===== src/rtl/forward_hazard_unit.sv =====
// EX-stage forwarding selects, load-use stall/bubble, branch flush and
// saturating stall/flush counters for the 5-stage RV32 pipeline.
module forward_hazard_unit #(
    parameter int CNT_W = 16
) (
    input  logic             clk,
    input  logic             rst_n,
    input  logic             id_valid,
    input  logic [4:0]       id_rs1,
    input  logic [4:0]       id_rs2,
    input  logic             id_use_rs1,
    input  logic             id_use_rs2,
    input  logic [4:0]       id_rd,
    input  logic             id_regwrite,
    input  logic             id_memread,
    input  logic             ex_branch_taken,
    output logic [1:0]       forward_a,
    output logic [1:0]       forward_b,
    output logic             stall,
    output logic             id_ex_bubble,
    output logic             if_id_flush,
    output logic [CNT_W-1:0] stall_cycles,
    output logic [CNT_W-1:0] flush_count
);

    typedef struct packed {
        logic       valid;
        logic [4:0] rs1;
        logic [4:0] rs2;
        logic       use_rs1;
        logic       use_rs2;
        logic [4:0] rd;
        logic       regwrite;
        logic       memread;
    } ex_rec_t;

    // MEM and WB only ever act as producers, so they keep just the writer fields.
    typedef struct packed {
        logic       valid;
        logic [4:0] rd;
        logic       regwrite;
    } wr_rec_t;

    ex_rec_t ex_q;
    ex_rec_t id_rec;
    wr_rec_t mem_q;
    wr_rec_t wb_q;
    logic    raw_stall;

    function automatic logic writes_reg(input wr_rec_t p, input logic [4:0] r);
        return p.valid && p.regwrite && (p.rd != 5'd0) && (p.rd == r);
    endfunction

    function automatic logic [1:0] fwd_sel(input logic ex_valid, input logic use_rs,
                                           input logic [4:0] rs,
                                           input wr_rec_t mem, input wr_rec_t wb);
        logic [1:0] sel;
        sel = 2'b00;
        if (ex_valid && use_rs) begin
            if (writes_reg(mem, rs))
                sel = 2'b10;
            else if (writes_reg(wb, rs))
                sel = 2'b01;
        end
        return sel;
    endfunction

    always_comb begin
        // NOTE: every output of this block is assigned on all paths, so no latch is inferred.
        raw_stall = id_valid && ex_q.valid && ex_q.memread && (ex_q.rd != 5'd0) &&
                    ((id_use_rs1 && (id_rs1 == ex_q.rd)) ||
                     (id_use_rs2 && (id_rs2 == ex_q.rd)));
        stall        = raw_stall && !ex_branch_taken;
        id_ex_bubble = stall || ex_branch_taken;
        if_id_flush  = ex_branch_taken;

        forward_a = fwd_sel(ex_q.valid, ex_q.use_rs1, ex_q.rs1, mem_q, wb_q);
        forward_b = fwd_sel(ex_q.valid, ex_q.use_rs2, ex_q.rs2, mem_q, wb_q);

        id_rec.valid    = id_valid && !id_ex_bubble;
        id_rec.rs1      = id_rs1;
        id_rec.rs2      = id_rs2;
        id_rec.use_rs1  = id_use_rs1;
        id_rec.use_rs2  = id_use_rs2;
        id_rec.rd       = id_rd;
        id_rec.regwrite = id_regwrite;
        id_rec.memread  = id_memread;
    end

    always_ff @(posedge clk or negedge rst_n) begin
        if (!rst_n) begin
            ex_q         <= '0;
            mem_q        <= '0;
            wb_q         <= '0;
            stall_cycles <= '0;
            flush_count  <= '0;
        end else begin
            // NOTE: non-blocking so WB, MEM and EX all shift from pre-edge values.
            wb_q  <= mem_q;
            mem_q <= '{valid: ex_q.valid, rd: ex_q.rd, regwrite: ex_q.regwrite};
            ex_q  <= id_rec;
            if (stall && (stall_cycles != {CNT_W{1'b1}}))
                stall_cycles <= stall_cycles + 1'b1;
            if (ex_branch_taken && (flush_count != {CNT_W{1'b1}}))
                flush_count <= flush_count + 1'b1;
        end
    end

endmodule

===== config.mk =====
export PLATFORM = sky130hd
export DESIGN_NAME = forward_hazard_unit
export DESIGN_NICKNAME = d
export VERILOG_FILES = /design/src/rtl/forward_hazard_unit.sv
export SDC_FILE = /design/constraint.sdc
export NUM_CORES = 1
export LEC_CHECK = 0
export CORE_UTILIZATION = 30
export DETAILED_ROUTE_END_ITERATION = 10
export DONT_BUFFER_PORTS = 1
export GPL_ROUTABILITY_DRIVEN = 0
export GPL_TIMING_DRIVEN = 0
export RECOVER_POWER = 25
export SETUP_SLACK_MARGIN = 0.5
export SYNTH_ARGS = -nofsm -noshare
export SYNTH_HDL_FRONTEND = slang
export SYNTH_SLANG_ARGS = --single-unit

===== constraint.sdc =====
create_clock -name clk -period 3.1 [get_ports clk]
set_input_delay 0.775 -clock clk [delete_from_list [all_inputs] [get_ports clk]]
set_output_delay 0.775 -clock clk [all_outputs]
set_load 0.005 [all_outputs]

==> flow_metrics.env <==
export IMPL_p_per_area_nw_per_um2=531
export IMPL_grtUsageTotal=0.133
export IMPL_numCtsBuffers=9
export IMPL_async_flop_share=1.00
export IMPL_synth_area_leaders="dfrtp_1, xor2_1, xnor2_1"
export IMPL_dieArea_um2=10000
export IMPL_rows=35
export IMPL_start_kind="flop"
export IMPL_drc=0
export IMPL_fin_skew_ns=0.00805
export IMPL_crit_fanout=4
export IMPL_clkTransAtPathRegs_ns=0.07
export IMPL_ys_types=35
export IMPL_grt_max_degree=67
export IMPL_pre_cts_ws_ns=0.0952
export IMPL_yosysMostFrequentCell="dfrtp_1"
export IMPL_hpwl_um=4310
export IMPL_fillers=933
export IMPL_multi_input_area_um2=1290
export IMPL_ios=62
export IMPL_grt_overflow=0
export IMPL_die_x_um=100
export IMPL_peakVddDrop_uv=196
export IMPL_maxCapViolations=0
export IMPL_first_pass_iters=4
export IMPL_dr_first_iter_drc_count=20
export IMPL_p_clk_frac=0.348
export IMPL_arrival_ns=1.89
export IMPL_seq_area_frac_synth=0.571
export IMPL_grt_pass1_wl_um=10100
export IMPL_cts_tree="built"
export IMPL_p_sw_frac=0.268
export IMPL_vias=1844
export IMPL_clockBufferDepth=2
export IMPL_finalSetupTns_ns=0
export IMPL_synth_area_leader_cell="dfrtp_1"
export IMPL_synth_top_area_share=0.571
export IMPL_rsz0062_at_grt="true"
export IMPL_finalPower_mw=1.81
export IMPL_wl_per_cell_um=15.6
export IMPL_p_switching_mw=0.484
export IMPL_cts_htree_levels=3
export IMPL_syn_avg_cell_area_um2=12.4
export IMPL_synth_fp_nets=259
export IMPL_fp_dieH_um=100
export IMPL_core_area_um2=9280
export IMPL_p_leak_nw=1.46
export IMPL_drive_above_1_share=0.198
export IMPL_ys_ff_latch=66
export IMPL_max_freq_mhz=375
export IMPL_ys_flop_type="dfrtp_1"
export IMPL_initial_core_util=0.311
export IMPL_critPathKind="flop to output port"
export IMPL_period_share=0.859
export IMPL_pwr_share_seq=0.564
export IMPL_ys_warn_count=0
export IMPL_cts_root_buf="clkbuf_8"
export IMPL_syn_area_um2=2890
export IMPL_final_nets=282
export IMPL_routed_via_density=4.70
export IMPL_worstSkewPairLatency_ns=0.34
export IMPL_syn_inst=234
export IMPL_first_global_vias=1949
export IMPL_p_comb_frac=0.088
export IMPL_port_buffers=0
export IMPL_drt_wl_total_um=6130
export IMPL_seq_area_um2=1660
export IMPL_crit_path_end_kind="output port"
export IMPL_synth_edf_count=0
export IMPL_antenna_found_initial=2
export IMPL_max_slew_margin_rel=0.638
export IMPL_setup_violations=0
export IMPL_slew_violations=0
export IMPL_min_path_type="input port to asynchronous set/reset pin"
export IMPL_hold_violations=0
export IMPL_worstPathRequired_ns=2.32
export IMPL_status="finished, final reports clean"
export IMPL_ys_top_cells_by_count="dfrtp_1, xor2_1, xnor2_1"
export IMPL_tightest_slew_ns=0.540
export IMPL_setup_ws_ns=0.436
export IMPL_antenna_left=0
export IMPL_cts_sinks=66
export IMPL_p_int_mw=1.32
export IMPL_min_period_ns=2.66
export IMPL_syn_to_final_growth_pct=17.6
-- cell usage in the layout (no fill, tap or decap), types with 2 or more instances in the layout --
master      count
dfrtp_1        63
xor2_1         32
xnor2_1        23
nand2_1        18
nand3_1        13
buf_4          13
clkbuf_8       10
and3_1          9
nand4_1         8
nor3_1          6
nor4_1          5
nor4_2          4
nor2_1          4
a21oi_1         4
o211ai_1        3
nor4_4          3
and2_1          3
mux2_2          3
clkinv_2        3
dfrtp_2         3
or4_1           2
nor3_2          2
xor2_2          2
and4_1          2
nand3b_1        2
nor4b_1         2
ha_1            2
clkinvlp_4      2
-- layer usage --
| layer | track usage | wire (um) | up-vias |
|---|---|---|---|
| met1 | 0.160 | 2610 | 907 |
| met2 | 0.211 | 2980 | 47 |
| met4 | 0.0424 | 66 | 2 |
| li1 | - | - | 881 |
| met3 | 0.0613 | 463 | 7 |
| met5 | 0 | 13 | - |
-- stage by stage --
step	area, um2	utilization	hold WS (ns)	cells
after global placement	3060	0.330	0.344	363
after detailed placement	3060	0.330	0.336	363
after floorplan	2900	-	0.331	234
after CTS	3390	0.365	0.0995	390
after global routing	3400	0.366	0.0913	392
final	3400	0.366	0.125	392
-- path summary, 6_finish.rpt --
| kind | startpoint | endpoint | slack (ns) | cells after the start |
|---|---|---|---|---|
| min in group clk | ex_q[1] | mem_q[0] | 0.36 | 0 |
| max reg2reg | ex_q[5] | stall_cycles[15] | 0.87 | 7 |
| min reg2reg | ex_q[1] | mem_q[0] | 0.36 | 0 |
| max | ex_q[3] | id_ex_bubble | 0.44 | 5 |
| min | rst_n | flush_count[5] | 0.13 | 0 |
| max in group asynchronous | rst_n | stall_cycles[11] | 2.88 | 0 |
-- cell type report --
type | count | area share
clock inverter | 5 | 0.00883
buffer | 2 | 0.00662
sequential | 66 | 0.487
multi-input combinational | 165 | 0.380
tap | 129 | 0.0475
timing repair buffer | 12 | 0.0265
antenna | 1 | 0.000736
inverter | 1 | 0.00110
clock buffer | 11 | 0.0416
-- critical path: stages (launching register included) --
cell and delay, ns:
dfrtp_2 0.44, or4_4 0.55, o211ai_1 0.19, buf_4 0.15, nor2_4 0.04, a21o_1 0.19
-- repair_timing --
action                                  4_1_cts  5_1_grt
resized for setup                            13        1
buffers inserted                             11        1
hold buffers                                  0        0
pin swaps                                    14        1
endpoints found under the setup margin        6        6
-- kinds of logic (layout without fill, tap and decap cells) --
family,Yosys count,after routing,synth area share
mux,4,4,0.0169
buf+inv,3,31,0.00779
flops,66,66,0.571
compound gates,13,13,0.0385
simple gates,89,89,0.184
other cells,0,1,0
xor+xnor,57,57,0.173
fa+ha+maj,2,2,0.00865
-- sequential cells by signal, summed over array words and instances (netlist names) --
register	flops
flush_count	16
ex_q	20
mem_q	7
wb_q	7
stall_cycles	16
-- power groups by stage --
stage | clock [mW] | combinational (mW) | sequential, mW
final | 0.628 | 0.160 | 1.02
after global routing | 0.691 | 0.184 | 1.03
after CTS | 0.655 | 0.161 | 1.02
after detailed placement | 0 | 0.140 | 1.04
after global placement | 0 | 0.138 | 1.04
after floorplan | 0 | 0.121 | 1.01
Power figures use the tool's default switching activity.
